## src/rtl/stream_resp_pkg.sv

```systemverilog
// stream_resp_pkg: shared types for the stream sink responder.
//   err_code_t  - first protocol violation seen by the responder
//   BEAT_CNT_W  - width of the accepted-beat counter
package stream_resp_pkg;
  localparam int BEAT_CNT_W = 32;

  typedef enum logic [1:0] {
    ERR_NONE,
    ERR_VALID_DROP,
    ERR_DATA_CHANGE
  } err_code_t;
endpackage

```

## src/rtl/stream_resp_fifo.sv

```systemverilog
// stream_resp_fifo: capture FIFO for accepted beats.
// Ports:
//   clk, rst_n   clock, async active-low reset
//   push, data   write data at tail (ignored when full)
//   pop          consume head (ignored when empty)
//   full, empty  occupancy flags
//   count        number of stored entries, 0..DEPTH
//   head         entry at head; 0 when empty
module stream_resp_fifo #(
  parameter  int DATA_W = 8,
  parameter  int DEPTH  = 4,
  localparam int AW     = $clog2(DEPTH),
  localparam int CW     = AW + 1
) (
  input  logic              clk,
  input  logic              rst_n,
  input  logic              push,
  input  logic [DATA_W-1:0] data,
  input  logic              pop,
  output logic              full,
  output logic              empty,
  output logic [CW-1:0]     count,
  output logic [DATA_W-1:0] head
);
  logic [DEPTH-1:0][DATA_W-1:0] mem;
  logic [AW-1:0]                wr_ptr, rd_ptr;
  logic                         do_push, do_pop;

  assign full    = (count == CW'(DEPTH));
  assign empty   = (count == '0);
  assign do_push = push && !full;
  assign do_pop  = pop && !empty;
  // Storage is not reset, so the head is masked while empty.
  assign head    = empty ? '0 : mem[rd_ptr];

  // DEPTH is a power of two, so pointers wrap naturally.
  always_ff @(posedge clk or negedge rst_n) begin
    if (!rst_n) begin
      wr_ptr <= '0;
      rd_ptr <= '0;
      count  <= '0;
    end else begin
      if (do_push) wr_ptr <= wr_ptr + 1'b1;
      if (do_pop)  rd_ptr <= rd_ptr + 1'b1;
      count <= count + CW'(do_push) - CW'(do_pop);
    end
  end

  always_ff @(posedge clk) begin
    if (do_push) mem[wr_ptr] <= data;
  end
endmodule

```

## src/rtl/stream_sink_responder.sv

```systemverilog
// stream_sink_responder: bindable accepting end of a valid/ready stream.
// Drives ready_o with a periodic back-pressure pattern, captures accepted
// beats in a FIFO, counts them, and latches the first producer violation.
// Ports:
//   clk, rst_n              clock, async active-low reset
//   valid_i, data_i         producer stream
//   ready_o                 registered responder ready
//   out_valid_o/out_data_o  FIFO non-empty / head
//   out_pop_i               consume head (ignored when empty)
//   beat_cnt_o              accepted beats, wraps
//   err_o, err_code_o       sticky error flag and first error code
// Build option: define STREAM_SINK_RESPONDER_TRACE_EN to print each
// accepted beat and the first latched error with the instance path.
module stream_sink_responder
  import stream_resp_pkg::*;
#(
  parameter int DATA_W       = 8,
  parameter int DEPTH        = 4,
  parameter int STALL_PERIOD = 4,
  parameter int STALL_LEN    = 1
) (
  input  logic                  clk,
  input  logic                  rst_n,
  input  logic                  valid_i,
  input  logic [DATA_W-1:0]     data_i,
  output logic                  ready_o,
  output logic                  out_valid_o,
  output logic [DATA_W-1:0]     out_data_o,
  input  logic                  out_pop_i,
  output logic [BEAT_CNT_W-1:0] beat_cnt_o,
  output logic                  err_o,
  output err_code_t             err_code_o
);
  localparam int CW = $clog2(DEPTH) + 1;
  localparam int PW = (STALL_PERIOD > 1) ? $clog2(STALL_PERIOD) : 1;
  localparam logic [PW-1:0] PHASE_MAX = PW'(STALL_PERIOD - 1);
  // One extra bit so STALL_LEN=0 (limit == STALL_PERIOD) still fits.
  localparam logic [PW:0]   READY_LIM = (PW+1)'(STALL_PERIOD - STALL_LEN);

  logic [PW-1:0]     phase, phase_next;
  logic              push, pop, full, empty;
  logic [CW-1:0]     count, count_next;
  logic              live, prev_valid, prev_ready, stalled;
  logic [DATA_W-1:0] prev_data;
  logic              err_drop, err_chg;

  stream_resp_fifo #(.DATA_W(DATA_W), .DEPTH(DEPTH)) u_fifo (
    .clk   (clk),
    .rst_n (rst_n),
    .push  (push),
    .data  (data_i),
    .pop   (pop),
    .full  (full),
    .empty (empty),
    .count (count),
    .head  (out_data_o)
  );

  assign out_valid_o = !empty;

  always_comb begin
    phase_next = (phase == PHASE_MAX) ? '0 : phase + 1'b1;
    push       = valid_i && ready_o;
    pop        = out_pop_i && !empty;
    count_next = count + CW'(push) - CW'(pop);
    stalled    = prev_valid && !prev_ready;
    err_drop   = stalled && !valid_i;
    err_chg    = stalled && valid_i && (data_i != prev_data);
  end

  always_ff @(posedge clk or negedge rst_n) begin
    if (!rst_n) begin
      phase      <= '0;
      ready_o    <= 1'b0;
      beat_cnt_o <= '0;
    end else begin
      phase      <= phase_next;
      ready_o    <= ({1'b0, phase_next} < READY_LIM) && (count_next < CW'(DEPTH));
      if (push) beat_cnt_o <= beat_cnt_o + 1'b1;
    end
  end

  // The cycle between reset release and the first edge has ready_o low
  // through no choice of the pattern; 'live' keeps a valid held across
  // reset from being treated as a stalled beat.
  always_ff @(posedge clk or negedge rst_n) begin
    if (!rst_n) begin
      live       <= 1'b0;
      prev_valid <= 1'b0;
      prev_ready <= 1'b0;
      prev_data  <= '0;
    end else begin
      live       <= 1'b1;
      prev_valid <= valid_i && live;
      prev_ready <= ready_o;
      prev_data  <= data_i;
    end
  end

  // First error wins; drop and change are mutually exclusive on valid_i.
  always_ff @(posedge clk or negedge rst_n) begin
    if (!rst_n) begin
      err_o      <= 1'b0;
      err_code_o <= ERR_NONE;
    end else if (!err_o && (err_drop || err_chg)) begin
      err_o      <= 1'b1;
      err_code_o <= err_drop ? ERR_VALID_DROP : ERR_DATA_CHANGE;
    end
  end

`ifdef STREAM_SINK_RESPONDER_TRACE_EN
  always @(posedge clk) begin
    if (rst_n) begin
      if (push) $display("%m: beat %0d data=0x%h", beat_cnt_o, data_i);
      if (!err_o && (err_drop || err_chg))
        $display("%m: ERROR %s", err_drop ? "ERR_VALID_DROP" : "ERR_DATA_CHANGE");
    end
  end
`else
  // Trace disabled: no display code in this build.
`endif
endmodule
```

## config.mk

```make
export PLATFORM = sky130hd
export DESIGN_NAME = stream_sink_responder
export DESIGN_NICKNAME = d
export VERILOG_FILES = /design/src/rtl/stream_resp_pkg.sv /design/src/rtl/stream_resp_fifo.sv /design/src/rtl/stream_sink_responder.sv
export SDC_FILE = /design/constraint.sdc
export NUM_CORES = 1
export LEC_CHECK = 0
export ABC_AREA = 1
export BUFFER_PORTS_ARGS = -buffer_cell sky130_fd_sc_hd__buf_4
export CORE_MARGIN = 2
export CORE_UTILIZATION = 40
export DETAILED_ROUTE_END_ITERATION = 12
export MAX_ROUTING_LAYER = met4
export PLACE_DENSITY = 0.66
export SKIP_LAST_GASP = 1
export SLEW_MARGIN = 0
export SYNTH_ARGS = -nofsm -noshare
export SYNTH_HDL_FRONTEND = slang
export SYNTH_SLANG_ARGS = --single-unit
```

## constraint.sdc

```tcl
create_clock -name clk -period 5.21 [get_ports clk]
set_input_delay 1.042 -clock clk [delete_from_list [all_inputs] [get_ports clk]]
set_output_delay 1.042 -clock clk [all_outputs]
set_load 0.01 [all_outputs]
```

==> results of run 1 <==
==> worst max-delay path, cell delays in order, from the launching register on <==
cell	delay, ns
dfrtp_1	0.74
inv_2	0.24
o21ai_0	0.35
a21oi_1	0.11
buf_4	0.16
==> final timing paths <==
kind,end,cells after the start,slack [ns],from
worst max-delay path,out_data_o[7],4,2.22,u_fifo.rd_ptr[0]$_DFFE_PN0P_
worst min-delay path,prev_ready$_DFF_PN0_,0,0.42,ready_o$_DFF_PN0_
worst max register to register,u_fifo.count[2]$_DFF_PN0_,8,2.91,u_fifo.count[1]$_DFF_PN0_
worst min register to register,prev_ready$_DFF_PN0_,0,0.42,ready_o$_DFF_PN0_
max in group asynchronous,u_fifo.rd_ptr[1]$_DFFE_PN0P_,1,4.00,rst_n
min in group asynchronous,beat_cnt_o[29]$_DFFE_PN0N_,1,0.73,rst_n
==> final cells by class <==
class,instances,area share (%)
Sequential cell,88,48.3
Multi-Input combinational cell,294,31.9
Timing Repair Buffer,56,8.59
Inverter,49,3.76
Tap cell,136,3.48
Clock buffer,9,2.53
Clock inverter,7,1.41
==> cells by family after synthesis <==
kind of cell             Yosys count  synth area share, %
AND/OR/NAND/NOR                  225                 24.3
flip-flops                        88                 57.1
buffers and inverters             54                 5.17
XOR/XNOR                          30                 6.35
AO/OA/AOI/OAI                     27                 3.48
adder cells (fa/ha/maj)           11                 3.51
other                              1               0.0906
==> through the flow <==
stage	power, uW	util [%]	worst slack [ns]	cell area, um2
4_1_cts	1980	48.0	2.21	4890
5_1_grt	2090	48.0	2.08	4890
2_1_floorplan	1270	-	2.86	4140
6_report	1960	48.0	2.22	4890
3_5_place_dp	1510	46.1	2.28	4700
3_3_place_gp	1490	46.1	2.37	4700
==> power by group through the flow <==
stage               combinational (uW)  sequential (uW)  clock (uW)
finish                             577              913         466
floorplan                          382              892           0
detailed placement                 584              927           0
global route                       656              930         509
global placement                   566              922           0
CTS                                586              913         481
==> metal layers <==
layer  up-vias  GRT usage (%)  wire length, um
li1       1506              -                -
met1      1454           22.8             4040
met2        77           27.6             4290
met3         7           2.47              345
met4         0           4.79               72
met5         -              -                0
==> flip-flops by register name, summed over array words and instances (netlist names) <==
| name | cells |
|---|---|
| beat_cnt_o | 32 |
| u_fifo.mem | 32 |
| prev_data | 8 |
| u_fifo.count | 3 |
| err_code_o | 2 |
| phase | 2 |
| u_fifo.rd_ptr | 2 |
| u_fifo.wr_ptr | 2 |
| err_o | 1 |
| live | 1 |
| prev_ready | 1 |
| prev_valid | 1 |
| ready_o | 1 |
==> placed cells by master, fill, tap and decap left out, types with 2 or more instances in the layout <==
cell type / n
nand2_2: 4
ha_1: 10
edfxtp_1: 32
nor3_2: 2
inv_8: 4
nand3b_1: 5
nand4_1: 9
nor2_2: 6
a21oi_1: 8
nor3_1: 2
o21ai_0: 17
buf_4: 56
xnor2_1: 11
nand2_1: 100
nand3_1: 12
nor2_4: 6
inv_1: 47
nor2_1: 74
xor2_1: 19
dfrtp_1: 56
clkbuf_8: 9
==> flow_metrics.py, run 1 <==
metrics = {
    "run_status": {
        "status": "finished clean",
    },
    "timing": {
        "final-hold-violation-count": 0,
        "post-route-min-period_ns": 2.99,
        "fin_worst_skew_ns": 0.0105,
        "holdWs_ns": 0.419,
        "setup_viol": 0,
        "relSlewSlack_pct": 52.4,
        "drv_slew": 0,
        "grt_setup_unrepaired": "no",
        "tightest_slew_ns": 0.714,
        "tns_ns": 0,
        "fmax_mhz": 334,
        "fin_crit_sh_pct": 57.4,
    },
    "synth": {
        "netlist_area_um2": 4140,
        "ys.flop_type": "dfrtp_1",
        "ys_top_cells_by_count": "100 x nand2_1, 74 x nor2_1, 56 x dfrtp_1, 47 x inv_1, 32 x edfxtp_1",
        "seq_area_frac_synth_pct": 57.1,
        "synth_seq_cells": 88,
        "syn_area_per_cell_um2": 9.49,
        "synth.distinct_cells": 32,
        "synth_area_leaders": "dfrtp_1 34%, edfxtp_1 23%, nand2_1 9.1%, nor2_1 6.7%, inv_1 4.3%",
        "synth_fp_nets": 459,
        "synthArstFlopShare_pct": 63.6,
        "postSynthCellCount": 436,
        "synth_top_cell_by_area": "dfrtp_1",
        "ys.warnings.count": 0,
        "synth_most_common_cell": "nand2_1",
        "synth_top_area_share_pct": 33.9,
        "synth_edf_count": 32,
    },
    "layout": {
        "drive_above_1_share_pct": 18.9,
        "area_growth_pct": 18.2,
        "stdcell_count": 639,
        "seq_area_um2": 2360,
        "diodes": 0,
        "fin_nets": 521,
        "multiInputGateArea_um2": 1560,
        "n_fill_cell": 970,
    },
    "worst_setup_path": {
        "end_kind": "primary output",
        "cp.arrival_ns": 1.95,
        "cp-start-kind": "flop",
        "worst-setup-path-type": "flop to primary output",
        "worst-path-max-fanout": 19,
        "cp_data_required_time_ns": 4.17,
    },
    "clock_network": {
        "clockBufferDepth": 2,
        "cts.hold.buffers_added": 0,
        "cts_made_buffers": 9,
        "cts_tree": "done",
        "cts_sinks": 88,
        "cts-root-buf": "clkbuf_8",
        "path_clk_slew_ns": 0.09,
        "cts-resized-gates": 0,
        "worstSkewPairLatency_ns": 0.36,
        "cts_setup_buffers": 0,
        "htreeDepth": 3,
    },
    "place": {
        "port_buffers": 56,
        "dpl.hpwl_um": 6400,
        "placed_cells": 623,
        "finalWeightedCongestion": 0.874,
    },
    "routing": {
        "via_per_inst": 4.76,
        "vias": 3044,
        "wl_per_cell_um": 13.7,
        "dr.pass1.iters": 4,
        "ant_nets": 0,
        "drt_iter0_markers": 110,
        "drc": 0,
        "drt-total-wl_um": 8750,
    },
    "floorplan": {
        "design.die.area_um2": 11200,
        "rows": 37,
        "core_area_um2": 10200,
        "die_y_um": 106,
        "start_util_pct": 40.6,
        "ioPinCount": 57,
        "fp.dieW_um": 106,
    },
    "power_and_ir_drop": {
        "power_frac_comb_pct": 29.5,
        "seqPwrFrac_pct": 46.7,
        "p_sw_uw": 707,
        "p_leak_uw": 0.00224,
        "switching_share_pct": 36.2,
        "clkPwrFrac_pct": 23.8,
        "powerDensity_nw_per_um2": 400,
        "worst_ir_drop_vdd_mv": 0.192,
        "internal_power_uw": 1250,
    },
    "global_routing": {
        "grt.overflow.total": 0,
        "antenna_found_initial": 0,
        "grt_start_max_net_pins": 57,
        "grt_pass1_vias": 3044,
        "grt.total_usage_pct": 17.1,
        "grt_pass1_wl_um": 14800,
    },
    "run": {
        "cap_violations": 0,
    },
    "worst_hold_path": {
        "min_path_type": "flop to flop",
    },
}
Note: power is estimated with default switching activity, not from simulation.
==> run 2: changes to the inputs <==
- PLACE_DENSITY: 0.66 -> 0.68
- clock period: 5.21 -> 2.75 ns (I/O delays scaled with it)
==> flow_metrics.py, run 2 (synthesized netlist as in run 1, its figures left out) <==
metrics = {
    "global_routing": {
        "antenna_found_initial": 0,
        "grt_pass1_wl_um": 14700,
        "grt_start_max_net_pins": 57,
        "grt_pass1_vias": 3085,
        "grt.overflow.total": 0,
        "grt.total_usage_pct": 17.0,
    },
    "layout": {
        "finish.utilization_pct": 48.3,
        "drive_above_1_share_pct": 19.6,
        "diodes": 0,
        "design_area_um2": 4920,
        "fin_nets": 527,
        "final_cell_mix": "100 x nand2_1, 74 x nor2_1, 62 x buf_4, 56 x dfrtp_1, 47 x inv_1",
        "multiInputGateArea_um2": 1560,
        "layout_commonest_cell": "nand2_1",
        "area_growth_pct": 18.8,
        "n_fill_cell": 989,
        "seq_area_um2": 2360,
        "reg.largest.list": "beat_cnt_o: 32 flops, u_fifo.mem: 32 flops, prev_data: 8 flops",
    },
    "worst_hold_path": {
        "min_path_type": "input pin to async pin",
    },
    "clock_network": {
        "path_clk_slew_ns": 0.09,
        "worstSkewPairLatency_ns": 0.36,
        "cts_sinks": 88,
        "cts-root-buf": "clkbuf_8",
        "cts.hold.buffers_added": 0,
        "cts_setup_buffers": 0,
        "cts_tree": "done",
        "cts_made_buffers": 9,
        "htreeDepth": 3,
        "cts-resized-gates": 0,
        "clockBufferDepth": 2,
    },
    "place": {
        "port_buffers": 56,
        "finalWeightedCongestion": 0.838,
        "dpl.hpwl_um": 6160,
        "pre_cts_slack_ns": 0.419,
        "place_area_um2": 4740,
    },
    "routing": {
        "dr.pass1.iters": 4,
        "drt_iter0_markers": 145,
        "drc": 0,
        "drt-total-wl_um": 8630,
        "vias": 3063,
        "wl_per_cell_um": 13.4,
        "via_per_inst": 4.75,
        "ant_nets": 0,
    },
    "timing": {
        "drv_slew": 0,
        "post-route-min-period_ns": 2.39,
        "tns_ns": 0,
        "grt_setup_unrepaired": "no",
        "setup_viol": 0,
        "fin_worst_skew_ns": 0.00924,
        "fin_crit_sh_pct": 86.8,
        "fmax_mhz": 419,
        "fin_ws_ns": 0.363,
        "tightest_slew_ns": 0.727,
        "relSlewSlack_pct": 51.6,
        "holdWs_ns": 0.230,
        "final-hold-violation-count": 0,
    },
    "power_and_ir_drop": {
        "p_leak_uw": 0.00225,
        "worst_ir_drop_vdd_mv": 0.367,
        "powerDensity_nw_per_um2": 745,
    },
    "run": {
        "cap_violations": 0,
    },
    "floorplan": {
        "rows": 37,
        "design.die.area_um2": 11200,
        "die_y_um": 106,
        "start_util_pct": 40.6,
        "fp.dieW_um": 106,
        "ioPinCount": 57,
        "core_area_um2": 10200,
    },
    "run_status": {
        "status": "finished clean",
    },
    "worst_setup_path": {
        "end_kind": "primary output",
        "cp_data_required_time_ns": 2.20,
        "slowest_stage": "dfrtp_1",
        "cp_top_family": "flip-flops",
        "worst-path-max-fanout": 9,
        "ff2ff_setup_slack_ns": 0.43,
        "slowest_delay_ns": 0.54,
        "path_buf_inv": 2,
        "crit_chain": "clkinv_1, nor2_1, o21ai_0, a21oi_1, buf_4",
        "cp-start-kind": "flop",
        "cp.arrival_ns": 1.84,
        "worst-setup-path-type": "flop to primary output",
    },
}
==> run 2: cell types whose count changed in the layout (fill, tap and decap cells not counted) <==
cell,delta
inv_4,-1
clkinvlp_4,+3
buf_4,+6
clkbuf_1,+1
inv_8,-4
clkinv_2,+1
==> run 2: final cells by class <==
| type | instances | share of cell area (%) |
|---|---|---|
| multi-input combinational | 294 | 31.8 |
| inverter | 49 | 3.74 |
| clock buffer | 10 | 2.60 |
| tap | 136 | 3.46 |
| timing repair buffer | 62 | 9.47 |
| sequential | 88 | 48.0 |
| clock inverter | 6 | 0.916 |
==> run 2: path summary, 6_finish.rpt <==
check,from,endpoint,cells past startpoint
max in group asynchronous,rst_n,u_fifo.count[0]$_DFF_PN0_,1
min,rst_n,beat_cnt_o[10]$_DFFE_PN0N_,1
min in group clk,data_i[2],prev_data[2]$_DFF_PN0_,1
max reg2reg,u_fifo.count[1]$_DFF_PN0_,u_fifo.count[2]$_DFF_PN0_,8
max,u_fifo.rd_ptr[1]$_DFFE_PN0P_,out_data_o[4],5
min reg2reg,live$_DFF_PN0_,prev_valid$_DFF_PN0_,2
==> run 2: stage by stage <==
step                      total power [uW]  std cells
after global routing                  3910        645
after CTS                             3710        645
after floorplan                       2410        436
final                                 3660        645
after global placement                2840        629
after detailed placement              2890        629
==> run 2: power breakdown <==
group	leakage, uW	total, uW	switching [uW]	internal, uW
Sequential	0.00101	1700	152	1550
Clock	0.0000789	809	477	331
Combinational	0.00116	1150	666	484
Total	0.00225	3660	1300	2360
==> run 2: layer usage <==
metal  GRT usage, %  part of all wire (%)  up-vias
met5              -                     0        -
met2           28.0                    49       79
met3           3.59                   4.7       16
met4           6.11                   1.9        0
met1           20.9                    44     1454
li1               -                     -     1514
==> run 2: worst register-to-register path, stage by stage, from the launching register on <==
cell and delay, ns:
dfrtp_1 0.39, or2_2 0.34, nor2_4 0.24, nor2_1 0.13, ha_1 0.29, inv_1 0.05
ha_1 0.21, fa_1 0.38, xor2_1 0.17
==> run 3: changes to the inputs <==
- RECOVER_POWER: not set -> 100
==> flow_metrics.py, run 3 (synthesized netlist as in run 1, its figures left out) <==
metrics = {
    "clock_network": {
        "cts.hold.buffers_added": 0,
        "cts_setup_buffers": 0,
        "cts-resized-gates": 0,
        "worstSkewPairLatency_ns": 0.36,
        "cts_sinks": 88,
        "cts-root-buf": "clkbuf_8",
        "cts_tree": "done",
        "clockBufferDepth": 2,
        "path_clk_slew_ns": 0.09,
        "cts_made_buffers": 9,
        "htreeDepth": 3,
    },
    "place": {
        "dpl.hpwl_um": 6160,
        "finalWeightedCongestion": 0.838,
        "place_area_um2": 4740,
        "port_buffers": 56,
    },
    "layout": {
        "layout_commonest_cell": "nand2_1",
        "reg.largest.list": "beat_cnt_o: 32 flops, u_fifo.mem: 32 flops, prev_data: 8 flops",
        "area_growth_pct": 11.8,
        "final_cell_mix": "103 x nand2_1, 83 x nor2_1, 59 x clkbuf_1, 56 x dfrtp_1, 47 x inv_1",
        "drive_above_1_share_pct": 5.50,
        "fin_nets": 527,
        "design_area_um2": 4630,
        "diodes": 0,
        "n_fill_cell": 1048,
    },
    "timing": {
        "fin_crit_sh_pct": 88.2,
        "fmax_mhz": 412,
        "relSlewSlack_pct": 5.38,
        "drv_slew": 0,
        "setup_viol": 0,
        "tightest_slew_ns": 1.42,
        "final-hold-violation-count": 0,
        "tns_ns": 0,
        "post-route-min-period_ns": 2.43,
        "grt_setup_unrepaired": "no",
        "fin_worst_skew_ns": 0.00965,
    },
    "floorplan": {
        "fp.dieW_um": 106,
        "ioPinCount": 57,
        "start_util_pct": 40.6,
        "core_area_um2": 10200,
        "design.die.area_um2": 11200,
        "die_y_um": 106,
        "rows": 37,
    },
    "worst_setup_path": {
        "ff2ff_setup_slack_ns": 0.43,
        "worst-setup-path-type": "flop to primary output",
        "cp_data_required_time_ns": 2.20,
        "reg2reg_depth": 8,
        "cp.arrival_ns": 1.88,
        "end_kind": "primary output",
        "slowest_delay_ns": 0.55,
        "timing.rr.start": "u_fifo.count[1]$_DFF_PN0_",
        "worst-path-max-fanout": 9,
        "slowest_stage": "dfrtp_1",
        "reg2reg_to": "u_fifo.count[2]$_DFF_PN0_",
        "crit_chain": "clkinv_1, nor2_1, o21ai_0, a21oi_1, clkbuf_1",
        "cp-start-kind": "flop",
    },
    "worst_hold_path": {
        "hold_depth": 1,
        "hold_path.startpoint": "data_i[2]",
        "min_path_type": "input pin to flop",
        "holdPathEnd": "prev_data[2]$_DFF_PN0_",
    },
    "routing": {
        "ant_nets": 0,
        "dr.pass1.iters": 6,
        "drt_iter0_markers": 158,
        "drt-total-wl_um": 8600,
        "drc": 0,
        "via_per_inst": 4.74,
        "wl_per_cell_um": 13.3,
        "vias": 3056,
    },
    "global_routing": {
        "antenna_found_initial": 0,
        "grt.overflow.total": 0,
        "grt.total_usage_pct": 17.0,
        "grt_start_max_net_pins": 57,
        "grt_pass1_wl_um": 14700,
        "grt_pass1_vias": 3085,
    },
    "power_and_ir_drop": {
        "p_leak_uw": 0.00200,
        "powerDensity_nw_per_um2": 759,
        "worst_ir_drop_vdd_mv": 0.292,
    },
    "run": {
        "cap_violations": 0,
    },
    "run_status": {
        "status": "finished clean",
    },
}
run 3: cell types whose count changed in the layout (fill, tap and decap cells not counted), sizes merged:
cell | previous run | this run
buf | 62 | 3
clkbuf | 10 | 69
run 3: critical path: cells and delay by family, from the launching register on:
kind	cells	cell delay [ns]
compound gates	2	0.25
buf+inv	2	0.54
flops	1	0.55
simple gates	1	0.17
run 3: where the power goes:
group / switching [uW] / internal, uW
clock: 479 / 331
sequential: 150 / 1550
combinational: 655 / 343
run 3: per-stage QoR:
stage	cells	hold slack [ns]	utilization [%]	setup slack (ns)	total power [uW]
after global routing	645	0.387	45.4	0.127	3750
after global placement	629	0.414	46.6	0.522	2840
after detailed placement	629	0.436	46.6	0.419	2890
after CTS	645	0.263	48.3	0.327	3710
after floorplan	436	0.254	-	0.641	2410
final	645	0.389	45.4	0.325	3510
run 3: worst max path at each step:
stage,start,end
after floorplan,u_fifo.count[1]$_DFF_PN0_,u_fifo.count[2]$_DFF_PN0_
after global placement,u_fifo.count[1]$_DFF_PN0_,u_fifo.count[2]$_DFF_PN0_
after detailed placement,u_fifo.count[1]$_DFF_PN0_,u_fifo.count[2]$_DFF_PN0_
after CTS,u_fifo.rd_ptr[1]$_DFFE_PN0P_,out_data_o[4]
after global routing,u_fifo.rd_ptr[1]$_DFFE_PN0P_,out_data_o[5]
final,u_fifo.rd_ptr[1]$_DFFE_PN0P_,out_data_o[7]
run 3: final cells by class:
cell class                      count  area [um2]  share of cell area [%]
Clock buffer                       10         128                    2.76
Inverter                           49         184                    3.98
Clock inverter                      6        45.0                   0.974
Multi-Input combinational cell    294        1490                    32.2
Timing Repair Buffer               62         245                    5.30
Tap cell                          136         170                    3.68
Sequential cell                    88        2360                    51.1
run 3: layer usage:
metal | global-route usage (%) | up-vias | wire [um] | part of all wire [%]
li1 | - | 1516 | - | -
met1 | 20.9 | 1445 | 3770 | 44
met2 | 28.0 | 79 | 4270 | 50
met3 | 3.59 | 16 | 407 | 4.7
met4 | 6.11 | 0 | 156 | 1.8
met5 | - | - | 0 | 0
